===== config.mk =====
export PLATFORM = sky130hd
export DESIGN_NAME = pll_drp_ctrl
export DESIGN_NICKNAME = d
export VERILOG_FILES = /design/src/rtl/pll_drp_ctrl.sv
export SDC_FILE = /design/constraint.sdc
export NUM_CORES = 1
export LEC_CHECK = 0
export BUFFER_PORTS_ARGS = -buffer_cell sky130_fd_sc_hd__buf_2
export CORE_MARGIN = 4
export CORE_UTILIZATION = 50
export CTS_CLUSTER_SIZE = 28
export DETAILED_ROUTE_END_ITERATION = 8
export PLACE_DENSITY = 0.73
export SETUP_SLACK_MARGIN = 0.15
export SYNTH_ARGS = -nofsm -noshare
export SYNTH_HDL_FRONTEND = slang
export SYNTH_SLANG_ARGS = --single-unit

===== constraint.sdc =====
create_clock -name clk -period 3.4 [get_ports clk]
set_clock_uncertainty 0.2 [all_clocks]
set_input_delay 0.34 -clock clk [delete_from_list [all_inputs] [get_ports clk]]
set_output_delay 0.34 -clock clk [all_outputs]
set_load 0.01 [all_outputs]

===== src/rtl/pll_drp_ctrl.sv =====
// PLL DRP reconfiguration sequencer: read-modify-write each update with the PLL in reset, then relock.
// Latency: two DRP accesses per entry plus DRP response time; lock wait bounded by LOCK_TO cycles.
// Backpressure: cfg_ready only in IDLE and NEXT; DRP and lock waits are bounded by timeouts.
module pll_drp_ctrl #(
    parameter int DRP_TO  = 64,
    parameter int LOCK_TO = 65536,
    parameter int RST_MIN = 8
) (
    input  logic        clk,
    input  logic        rstn,
    input  logic        cfg_valid,
    output logic        cfg_ready,
    input  logic [6:0]  cfg_addr,
    input  logic [15:0] cfg_mask,
    input  logic [15:0] cfg_data,
    input  logic        cfg_last,
    output logic [6:0]  drp_daddr,
    output logic        drp_den,
    output logic        drp_dwe,
    output logic [15:0] drp_di,
    input  logic [15:0] drp_do,
    input  logic        drp_drdy,
    output logic        pll_rst,
    input  logic        pll_locked,
    output logic        busy,
    output logic        done,
    output logic        err_drp,
    output logic        err_lock,
    output logic        lock_lost,
    input  logic        lock_clr
);
    localparam int DW = $clog2(DRP_TO) + 1;
    localparam int LW = $clog2(LOCK_TO) + 1;
    localparam int RW = $clog2(RST_MIN) + 1;

    typedef enum logic [3:0] {
        S_IDLE, S_RD, S_RD_WAIT, S_WR, S_WR_WAIT, S_NEXT, S_RELEASE, S_LOCK_WAIT, S_DONE
    } state_t;

    state_t        state;
    logic [15:0]   mask_q;
    logic [15:0]   data_q;
    logic          last_q;
    logic [DW-1:0] wait_cnt;
    logic [LW-1:0] lock_cnt;
    logic [RW-1:0] rst_cnt;
    logic          lk_m, lk_s, lk_d;
    logic [1:0]    arm_cnt;
    logic          take, lk_fall, drp_tmo;

    assign take    = cfg_valid && cfg_ready && (state == S_IDLE || state == S_NEXT);
    assign lk_fall = lk_d && !lk_s && (arm_cnt == 2'd2);
    assign drp_tmo = (wait_cnt == DW'(DRP_TO - 1));

    // pll_locked comes from the PLL's own domain; only lk_s is used below.
    always_ff @(posedge clk or negedge rstn) begin
        if (!rstn) begin
            lk_m    <= 1'b0;
            lk_s    <= 1'b0;
            lk_d    <= 1'b0;
            arm_cnt <= 2'd0;
        end else begin
            lk_m <= pll_locked;
            lk_s <= lk_m;
            lk_d <= lk_s;
            if (arm_cnt != 2'd2) arm_cnt <= arm_cnt + 2'd1;
        end
    end

    always_ff @(posedge clk or negedge rstn) begin
        if (!rstn) begin
            state     <= S_IDLE;
            cfg_ready <= 1'b0;
            drp_daddr <= '0;
            drp_den   <= 1'b0;
            drp_dwe   <= 1'b0;
            drp_di    <= '0;
            pll_rst   <= 1'b1;
            busy      <= 1'b0;
            done      <= 1'b0;
            err_drp   <= 1'b0;
            err_lock  <= 1'b0;
            lock_lost <= 1'b0;
            mask_q    <= '0;
            data_q    <= '0;
            last_q    <= 1'b0;
            wait_cnt  <= '0;
            lock_cnt  <= '0;
            rst_cnt   <= '0;
        end else begin
            drp_den <= 1'b0;
            drp_dwe <= 1'b0;
            done    <= 1'b0;
            if (pll_rst && rst_cnt != '1) rst_cnt <= rst_cnt + 1'b1;

            // A fall seen in the same cycle as lock_clr must not be lost.
            if (lk_fall && state == S_IDLE) lock_lost <= 1'b1;
            else if (lock_clr)              lock_lost <= 1'b0;

            case (state)
                S_IDLE: begin
                    cfg_ready <= 1'b1;
                    pll_rst   <= 1'b0;
                end
                S_RD: begin
                    wait_cnt <= '0;
                    state    <= S_RD_WAIT;
                end
                S_RD_WAIT: begin
                    if (drp_drdy) begin
                        drp_di  <= (drp_do & mask_q) | (data_q & ~mask_q);
                        drp_den <= 1'b1;
                        drp_dwe <= 1'b1;
                        state   <= S_WR;
                    end else if (drp_tmo) begin
                        err_drp <= 1'b1;
                        state   <= S_RELEASE;
                    end else begin
                        wait_cnt <= wait_cnt + 1'b1;
                    end
                end
                S_WR: begin
                    wait_cnt <= '0;
                    state    <= S_WR_WAIT;
                end
                S_WR_WAIT: begin
                    if (drp_drdy) begin
                        if (last_q) begin
                            state <= S_RELEASE;
                        end else begin
                            cfg_ready <= 1'b1;
                            state     <= S_NEXT;
                        end
                    end else if (drp_tmo) begin
                        err_drp <= 1'b1;
                        state   <= S_RELEASE;
                    end else begin
                        wait_cnt <= wait_cnt + 1'b1;
                    end
                end
                S_NEXT: begin
                end
                S_RELEASE: begin
                    // rst_cnt lags the high time by one, hence RST_MIN-1.
                    if (rst_cnt >= RW'(RST_MIN - 1)) begin
                        pll_rst  <= 1'b0;
                        lock_cnt <= '0;
                        state    <= S_LOCK_WAIT;
                    end
                end
                S_LOCK_WAIT: begin
                    if (lk_s) begin
                        done  <= 1'b1;
                        busy  <= 1'b0;
                        state <= S_DONE;
                    end else if (lock_cnt == LW'(LOCK_TO - 1)) begin
                        err_lock <= 1'b1;
                        done     <= 1'b1;
                        busy     <= 1'b0;
                        state    <= S_DONE;
                    end else begin
                        lock_cnt <= lock_cnt + 1'b1;
                    end
                end
                S_DONE: begin
                    cfg_ready <= 1'b1;
                    state     <= S_IDLE;
                end
                default: state <= S_IDLE;
            endcase

            if (take) begin
                drp_daddr <= cfg_addr;
                mask_q    <= cfg_mask;
                data_q    <= cfg_data;
                last_q    <= cfg_last;
                drp_den   <= 1'b1;
                cfg_ready <= 1'b0;
                busy      <= 1'b1;
                pll_rst   <= 1'b1;
                err_drp   <= 1'b0;
                err_lock  <= 1'b0;
                if (state == S_IDLE) rst_cnt <= '0;
                state     <= S_RD;
            end
        end
    end
endmodule


Word-level counts from Yosys, hierarchy flattened
Index checks and enable logic that the tools add are counted.
- register bits after elaboration: 102
- input bits: 62
- output and inout port bits: 32
- logic and storage cells: 134
- add/sub/neg operators: 4
- order comparisons: 1
- eq/ne operators: 25
- multiplexer cells: 46
- bitwise gates (word level): 4
- reductions and logical operators: 32
- operators by type and width (kind ; count):
    2-to-1 mux 17 bit ; 3
    2-to-1 mux 4 bit ; 10
    case mux 17 bit (2 select lines) ; 1
    AND 16 bit ; 2
    case mux 4 bit (7 select lines) ; 1
    2-to-1 mux 1 bit ; 25
    adder 17 x 1 -> 17 bit, second input constant ; 1
    == test 17 x 16 -> 1 bit, second input constant ; 1
    == test 4 x 3 -> 1 bit, second input constant ; 4
    NOT 16 bit ; 1
    OR 16 bit ; 1
    AND reduction 3 bit ; 5
    2-to-1 mux 7 bit ; 2
    case mux 7 bit (2 select lines) ; 1
    nonzero test 2 bit ; 7
    inequality test 2 bit, second input constant ; 6
    inequality test 3 bit, second input constant ; 3
    nonzero test 3 bit ; 3
    == test 4 x 2 -> 1 bit, second input constant ; 2
    inequality test 4 bit, second input constant ; 2
    OR reduction 2 bit ; 4
    adder 7 x 1 -> 7 bit, second input constant ; 1
    == test 7 x 6 -> 1 bit, second input constant ; 1
    logical AND 1 bit ; 6
    14 further kinds ; 19

Longest topological paths before layout
Gate-level depths: netlist of run 1.
- depth after elaboration: 5
- gate-level depth with buffers: 12
- depth with buffers taken out: 9

Worst setup path after synthesis of run 1
OpenSTA, ideal clock, no wires.
- path type: flip-flop to flip-flop
- from: register lock_cnt[0]
- to: register lock_cnt[10]
- setup time: 0.136 ns
- arrival time: 2.413 ns
- required time: 3.064 ns
- slack: 0.651 ns
- cell stages (with the launch flop): 13
- buffers on the path: 3
- clock period less this slack: 2.749 ns
- path through: dfrtp_1 ha_1 and3_1 nand3_1 clkbuf_1 nor3_1 ha_1 o21ai_1 o2111ai_4 buf_2 buf_4 o31ai_1 a21oi_1
- longest elaborated chain between the ends: 4
- elaborated cells between the ends (all ways): 7
- classes of those cells: add/sub: 1; eq/ne: 2; mux: 3; reduce/logical: 1
- ends and longest elaborated chain (item ; RTL line ; text):
    start, declared ; 45 ; logic [LW-1:0] lock_cnt;
    start signal, assigned ; 162 ; lock_cnt <= lock_cnt + 1'b1;
    adder 17 x 1 -> 17 bit ; 162 ;
    2-to-1 mux 17 bit ; 156 ; end else if (lock_cnt == LW'(LOCK_TO - 1)) begin
    2-to-1 mux 17 bit ; 152 ; if (lk_s) begin
    case mux 17 bit (2 select lines) ; 100 ; case (state)
Parallel ways exist; a longest one is shown, timed or not. The select of a mux whose other input is x is not followed.
A chain may end at the register's enable or synchronous reset.

Worst setup path in the final report of run 1
- from: register lock_cnt[0]
- to: register lock_cnt[11]
Same word-level chain as after synthesis.

==> results of run 1 <==
==> through the flow <==
step / util (%) / hold WS [ns]
finish: 64.0 / 0.0531
global route: 64.0 / 0.0531
CTS: 64.0 / 0.0375
detailed placement: 57.3 / 0.150
global placement: 57.3 / 0.132
floorplan: - / -0.156
==> flip-flops by register name, summed over array words and instances (netlist names), 2 cells and up <==
| register | cells |
|---|---|
| arm_cnt | 2 |
| data_q | 16 |
| drp_daddr | 7 |
| drp_di | 16 |
| lock_cnt | 17 |
| mask_q | 16 |
| rst_cnt | 4 |
| state | 4 |
| wait_cnt | 7 |
==> logic make-up (layout without fill, tap and decap cells) <==
kind of cell               Yosys count  count (layout)  share of synthesized area, %
and+or+nand+nor                    127             127                          14.5
muxes                               59              59                          13.5
AOI/OAI and AO/OA                   92              92                          12.1
adders and majority gates            5               5                          1.31
xor gates and xnor gates             5               5                          1.08
buffers and inverters               35             171                          3.89
DFF                                102             102                          53.6
==> placed cells by master, fill, tap and decap left out, types with 5 or more instances in the layout <==
master,Yosys,routed
mux2_2,40,40
ha_1,5,5
nor3_1,8,8
buf_4,4,6
dlygate4sd3_1,0,43
clkbuf_8,0,9
inv_1,14,14
o21ai_0,37,37
a21oi_1,22,22
nand3_1,16,16
nand2_1,40,40
nor2b_1,5,5
nor2_1,18,18
o31ai_1,10,10
or3_1,6,6
buf_2,7,92
mux2i_1,17,17
or4_1,9,9
dfrtp_1,101,101
==> repair_timing <==
action | 4_1_cts | 5_1_grt
hold buffers | 43 | 0
endpoints found under the hold margin | 94 | 0
setup endpoints to repair | 0 | 0
==> how the worst max path moves through the flow <==
| stage | slack, ns | end | depth (start not counted) |
|---|---|---|---|
| after floorplan | 0.65 | lock_cnt[10] | 12 |
| after global placement | 0.65 | lock_cnt[9] | 9 |
| after detailed placement | 0.53 | lock_cnt[11] | 9 |
| after CTS | 0.48 | lock_cnt[11] | 9 |
| after global routing | 0.28 | lock_cnt[13] | 9 |
| final | 0.47 | lock_cnt[11] | 9 |
==> per-layer routing <==
metal | vias up | part of all wire (%) | track usage (%)
met5 | - | 0 | 0
li1 | 1811 | - | -
met2 | 100 | 48 | 32.4
met4 | 0 | 1.8 | 6.29
met1 | 1795 | 44 | 26.0
met3 | 15 | 6.4 | 5.76
==> area by class of cell <==
cell class / count / area, um^2
well taps: 129 / 161
inverters: 14 / 52.6
clock inverters: 7 / 65.1
repair buffers: 141 / 936
flip-flops and latches: 102 / 2550
clock buffers: 9 / 124
fillers: 715 / 3320
multi-input cells: 288 / 2020
==> power breakdown <==
group / total, mW / switching [mW] / internal [mW]
registers: 1.95 / 0.327 / 1.62
clock network: 0.756 / 0.468 / 0.288
logic: 1.34 / 0.637 / 0.704
==> critical path: stages, from the launching register on <==
cell	delay, ns
dfrtp_1	0.43
ha_1	0.25
and3_1	0.19
nand3_1	0.09
nor3_1	0.06
ha_1	0.21
o21ai_1	0.29
o2111ai_4	0.39
or4_1	0.60
a21oi_1	0.15
==> results.ini, run 1 <==
[sta]
worst-slew-pin-transition_ns = 0.815
finalCritPeriodShare_pct = 86.2
final_period_minus_worst_setup_slack_ns = 2.93
setup-tns-final_ns = 0
fmaxAchievable_ghz = 0.341
finalHoldViolCount = 0
setup_viol = 0
rsz0062_at_grt = false
timing.final.max_slew_violations = 0
timing.slew.headroom_pct = 45.7
final.setup.worst_slack_ns = 0.471

[setup_path]
number_of_cells_on_the_worst_reg_to_reg_path = 9
r2r_end = lock_cnt[11]
worst_setup_sp_type = flip-flop
setup.reg_to_reg.worst_slack_ns = 0.47
reg2reg_from = lock_cnt[0]
classification_of_the_worst_setup_path = flip-flop to flip-flop
timing.critical_path.arrival_ns = 3.03
timing.critical_path.fanout_max = 28
worst_setup_path_end_kind = flip-flop
critical_path.startpoint = lock_cnt[0]
crit_required_ns = 3.50

[synth]
synth_top_cell_area_share_pct = 53.1
synth_area_leaders = dfrtp_1, mux2_2, o21ai_0
synth.cell_area_um2 = 4760
synth.net_count = 492
synthesis.area_per_instance_um2 = 11.2
synth_top_area_cell = dfrtp_1
ys.flop_type = dfrtp_1
synth-seq-area-share_pct = 53.6
synth-edff-count = 0
synth_cells = 425
library_cell_with_the_highest_instance_count_after_synthesis = dfrtp_1
postSynth.asyncResetShare_pct = 100
ys_seq_elements = 102
synthTopCellsByCount = dfrtp_1, mux2_2, nand2_1
netlist-cell-type-count = 55
yosysWarningCount = 0

[placed_design]
gp_congestion = 0.844
io_buffer_count = 93
numPlacedInstances = 631
post-dp-hpwl_um = 6770
dp_worst_setup_slack_ns = 0.532
postPlaceCellArea_um2 = 5300

[floorplanning]
placeableCoreArea_um2 = 9240
start_util_pct = 51.5
die_height_um = 106
floorplan.die_area_um2 = 11100
number_of_ports_placed_on_the_die_boundary = 94
die-width_um = 106
fp-row-count = 35

[detailed_routing]
remaining_design_rule_violation_count = 0
finalWirelength_um = 10500
ant_nets = 0
routed_wire_per_std_cell_um = 15.2
vias_per_cell = 5.39
dr.first_iter.drc_count = 217
detailroute.via_count = 3721
firstDrtPassIters = 4

[clock_tree]
path_clk_slew_ns = 0.11
cts_h_tree_lvls = 3
postCtsResizedCells = 0
cts_tree = built
cts-buffers-inserted = 9
ctsRootBufferMaster = clkbuf_8
clk_buf_depth = 2
cts_post_setup_buffers_inserted = 0
worst_skew_pair.late_latency_ns = 0.37
cts.sinks = 102

[outcome]
outcome = finished, final reports clean

[power_and_ir_drop]
p_per_area_nw_per_um2 = 683
vdd_ir_drop_max_mv = 0.421
power.leakage_nw = 2.70
total_power_mw = 4.04

[layout]
drive_above_1_share_pct = 28.7
finish.instance_area_um2 = 5920
final_cells = 690
n_antenna_cell = 0
design.final.nets = 623
flow.area_growth_from_synthesis_pct = 24.2

[min_path]
hold_path_class = primary input to flip-flop
worst_hold_startpoint = drp_do[13]
min_delay_path_depth = 3
hold_path_end = drp_di[13]

[grt]
gr-usage-all-layers_pct = 20.0
first_global_vias = 3858
wire_length_of_the_first_global_routing_pass_um = 18300
maximum_number_of_pins_on_one_net_before_global_route_repair = 56
grt_antenna_before_repair = 0
globalRoute.totalOverflow = 0

[flow_run]
cap_viol_max_count = 0

Note: power is estimated with default switching activity, not from simulation.
==> run 2: changes to the inputs <==
- ABC_AREA: unset -> 1
==> run 2 against run 1 <==
Net effect: global-route usage rose by 0.32 points; combinational power grew 9.7%; hold slack worse by 0.033 ns; die area rose by 3.9%; first-iteration DRC count fell by 14%; synthesized cell count is 46% higher; largest cell class unchanged.
==> results.ini, run 2 <==
[floorplanning]
number_of_ports_placed_on_the_die_boundary = 94  ; unchanged
fp-row-count = 36  ; was 35
placeableCoreArea_um2 = 9730  ; was 9240 um^2
die-width_um = 108  ; was 106 um
start_util_pct = 51.0  ; was 51.5%
floorplan.die_area_um2 = 11600  ; was 11100 um^2
die_height_um = 108  ; was 106 um

[synth]
synth_top_cell_area_share_pct = 50.9  ; was 53.1%
synth-edff-count = 0  ; unchanged
synth-adder-area-share_pct = 1.26  ; was 1.31%
synthTopCellsByCount = nand2_1, dfrtp_1, o21ai_0  ; was dfrtp_1, mux2_2, nand2_1
synth.net_count = 688  ; was 492
yosys.area_share.xor_xnor_pct = 1.41  ; was 1.08%
synth-compound-area-share_pct = 9.23  ; was 12.1%
library_cell_with_the_highest_instance_count_after_synthesis = nand2_1  ; was dfrtp_1
synth_area_leaders = dfrtp_1, nand2_1, o21ai_0  ; was dfrtp_1, mux2_2, o21ai_0
synth-seq-area-share_pct = 51.5  ; was 53.6%
synth.cell_area_um2 = 4960  ; was 4760 um^2
synth_cells = 621  ; was 425
ys_seq_elements = 102  ; unchanged
netlist-cell-type-count = 35  ; was 55
post_synthesis_share_of_cell_area_spent_on_and_or_nand_and_nor_gates_pct = 29.9  ; was 14.5%
yosysWarningCount = 0  ; unchanged
postSynth.asyncResetShare_pct = 100  ; unchanged
combinational_family_with_the_most_area_after_synthesis = simple AND/OR/NAND/NOR gates  ; unchanged
synth_top_area_cell = dfrtp_1  ; unchanged
ys.flop_type = dfrtp_1  ; unchanged
synthesis.area_per_instance_um2 = 7.99  ; was 11.2 um^2
yosys-mux-area-fraction_pct = 0  ; was 13.5%

[grt]
first_global_vias = 4250  ; was 3858
wire_length_of_the_first_global_routing_pass_um = 19300  ; was 18300 um
globalRoute.totalOverflow = 0  ; unchanged
gr-usage-all-layers_pct = 20.3  ; was 20.0%
maximum_number_of_pins_on_one_net_before_global_route_repair = 103  ; was 56
grt_antenna_before_repair = 0  ; unchanged

[detailed_routing]
ant_nets = 0  ; unchanged
firstDrtPassIters = 5  ; was 4
met3RoutedLength_um = 662  ; was 670 um
highest_layer = met4  ; unchanged
finalWirelength_um = 11300  ; was 10500 um
detailroute.via_count = 4376  ; was 3721
met2RoutedLength_um = 5340  ; was 5070 um
vias_per_cell = 4.92  ; was 5.39
drt-met1-wl_um = 5100  ; was 4580 um
routed_wire_per_std_cell_um = 12.7  ; was 15.2 um
remaining_design_rule_violation_count = 0  ; unchanged
dr.first_iter.drc_count = 186  ; was 217

[sta]
setup_viol = 0  ; unchanged
finalCritPeriodShare_pct = 76.1  ; was 86.2%
worst-slew-pin-transition_ns = 0.625  ; was 0.815 ns
rsz0062_at_grt = false  ; unchanged
timing.final.max_slew_violations = 0  ; unchanged
finalHoldViolCount = 0  ; unchanged
timing.slew.headroom_pct = 58.3  ; was 45.7%
fmaxAchievable_ghz = 0.387  ; was 0.341 GHz
holdWs_ns = 0.0198  ; was 0.0531 ns
setup-tns-final_ns = 0  ; unchanged
final_period_minus_worst_setup_slack_ns = 2.59  ; was 2.93 ns

[clock_tree]
path_clk_slew_ns = 0.10  ; was 0.11 ns
cts_tree = built  ; unchanged
cts-buffers-inserted = 9  ; unchanged
ctsRootBufferMaster = clkbuf_8  ; unchanged
clk_buf_depth = 2  ; unchanged
postCtsResizedCells = 0  ; unchanged
cts.sinks = 102  ; unchanged
cts_h_tree_lvls = 3  ; unchanged
worst_skew_pair.late_latency_ns = 0.37  ; about the same

[layout]
flow.area_growth_from_synthesis_pct = 23.1  ; was 24.2%
drive_above_1_share_pct = 18.8  ; was 28.7%
n_antenna_cell = 0  ; unchanged
design.final.nets = 819  ; was 623
regMostFlops = lock_cnt  ; unchanged
mostFrequentLayoutCells = nand2_1, dfrtp_1, buf_2  ; was dfrtp_1, buf_2, dlygate4sd3_1
largest_reg_flops = 17  ; unchanged
layout_commonest_cell = nand2_1  ; was dfrtp_1

[setup_path]
worst_setup_path_end_kind = flip-flop  ; unchanged
worst_setup_sp_type = flip-flop  ; unchanged
timing.critical_path.arrival_ns = 2.64  ; was 3.03 ns
classification_of_the_worst_setup_path = flip-flop to flip-flop  ; unchanged
number_of_cells_on_the_worst_reg_to_reg_path = 11  ; was 9
reg2reg_from = lock_cnt[0]  ; unchanged
timing.critical_path.fanout_max = 23  ; was 28
setup.reg_to_reg.worst_slack_ns = 0.81  ; was 0.47 ns
r2r_end = lock_cnt[10]  ; was lock_cnt[11]
crit_required_ns = 3.45  ; was 3.50 ns
critical_path.startpoint = lock_cnt[0]  ; unchanged

[min_path]
hold_path_class = primary input to flip-flop  ; unchanged
min_delay_path_depth = 3  ; unchanged
worst_hold_startpoint = cfg_data[15]  ; was drp_do[13]
hold_path_end = data_q[15]  ; was drp_di[13]

[flow_run]
cap_viol_max_count = 0  ; unchanged

[placed_design]
post-dp-hpwl_um = 7680  ; was 6770 um
gp_congestion = 0.883  ; was 0.844
io_buffer_count = 93  ; unchanged

[outcome]
outcome = finished, final reports clean  ; unchanged

[power_and_ir_drop]
power.leakage_nw = 3.07  ; was 2.70 nW
vdd_ir_drop_max_mv = 0.390  ; was 0.421 mV
p_per_area_nw_per_um2 = 666  ; was 683 nW/um^2

-- run 2: cell count changes in the layout (fill, tap and decap cells not counted), sizes merged, moves of 6 or more --
cell	before	now
o21ai	38	67
nand4	2	11
nand2	40	247
nand3	16	31
nor2b	6	0
o31ai	10	0
mux2	42	0
or3	6	0
inv	19	59
nor2	18	49
or4	9	0
mux2i	17	0
a21oi	22	5
-- run 2: through the flow --
| step | cell area, um^2 | std cells | setup WS, ns | util, % | total power [mW] |
|---|---|---|---|---|---|
| floorplan | 4960 | 621 | 1.34 | - | 2.88 |
| global placement | 5500 | 832 | 0.914 | 56.5 | 3.26 |
| detailed placement | 5500 | 832 | 0.839 | 56.5 | 3.32 |
| CTS | 6110 | 890 | 0.824 | 62.8 | 4.09 |
| global route | 6110 | 890 | 0.588 | 62.8 | 4.40 |
| finish | 6110 | 890 | 0.813 | 62.8 | 4.07 |
-- run 2: cell families (layout without fill, tap and decap cells) --
| family | after synthesis | after routing |
|---|---|---|
| buf+inv | 73 | 209 |
| xor+xnor | 8 | 8 |
| simple gates | 348 | 348 |
| compound gates | 85 | 85 |
| fa+ha+maj | 5 | 5 |
| flops | 102 | 102 |
-- run 2: cell type report --
class	count	area (um^2)
Clock buffer	10	138
Tap cell	133	166
Timing Repair Buffer	137	916
Sequential cell	102	2550
Inverter	56	210
Clock inverter	6	51.3
Fill cell	874	3620
Multi-Input combinational cell	446	2070
-- run 2: worst max path at each step --
stage | depth (start not counted) | endpoint | slack, ns
after global routing | 11 | lock_cnt[6] | 0.59
final | 11 | lock_cnt[10] | 0.81
after floorplan | 11 | lock_cnt[0] | 1.34
after CTS | 11 | lock_cnt[6] | 0.82
after global placement | 11 | lock_cnt[6] | 0.91
after detailed placement | 11 | lock_cnt[6] | 0.84
-- run 2: timing repair --
action,CTS,global route
hold buffers,42,0
hold endpoints to repair,142,0
buffers inserted,0,0
-- run 2: worst max-delay path, stage by stage (launching register included) --
cell      delay, ns
dfrtp_1        0.44
ha_1           0.27
nand3_1        0.10
nor2_1         0.08
and3_1         0.17
ha_1           0.17
inv_1          0.09
o211ai_1       0.10
nor2_2         0.38
inv_2          0.27
nand2_1        0.13
o21ai_1        0.06
-- run 2: where the power goes --
group	switching (mW)	internal, mW
Sequential	0.242	1.61
Combinational	0.947	0.526
Clock	0.444	0.297
-- run 2: per-layer routing --
layer / track usage [%] / up-vias
met3: 4.26 / 20
met1: 27.1 / 2006
met4: 6.67 / 0
met5: 0 / -
met2: 33.1 / 123
li1: - / 2227
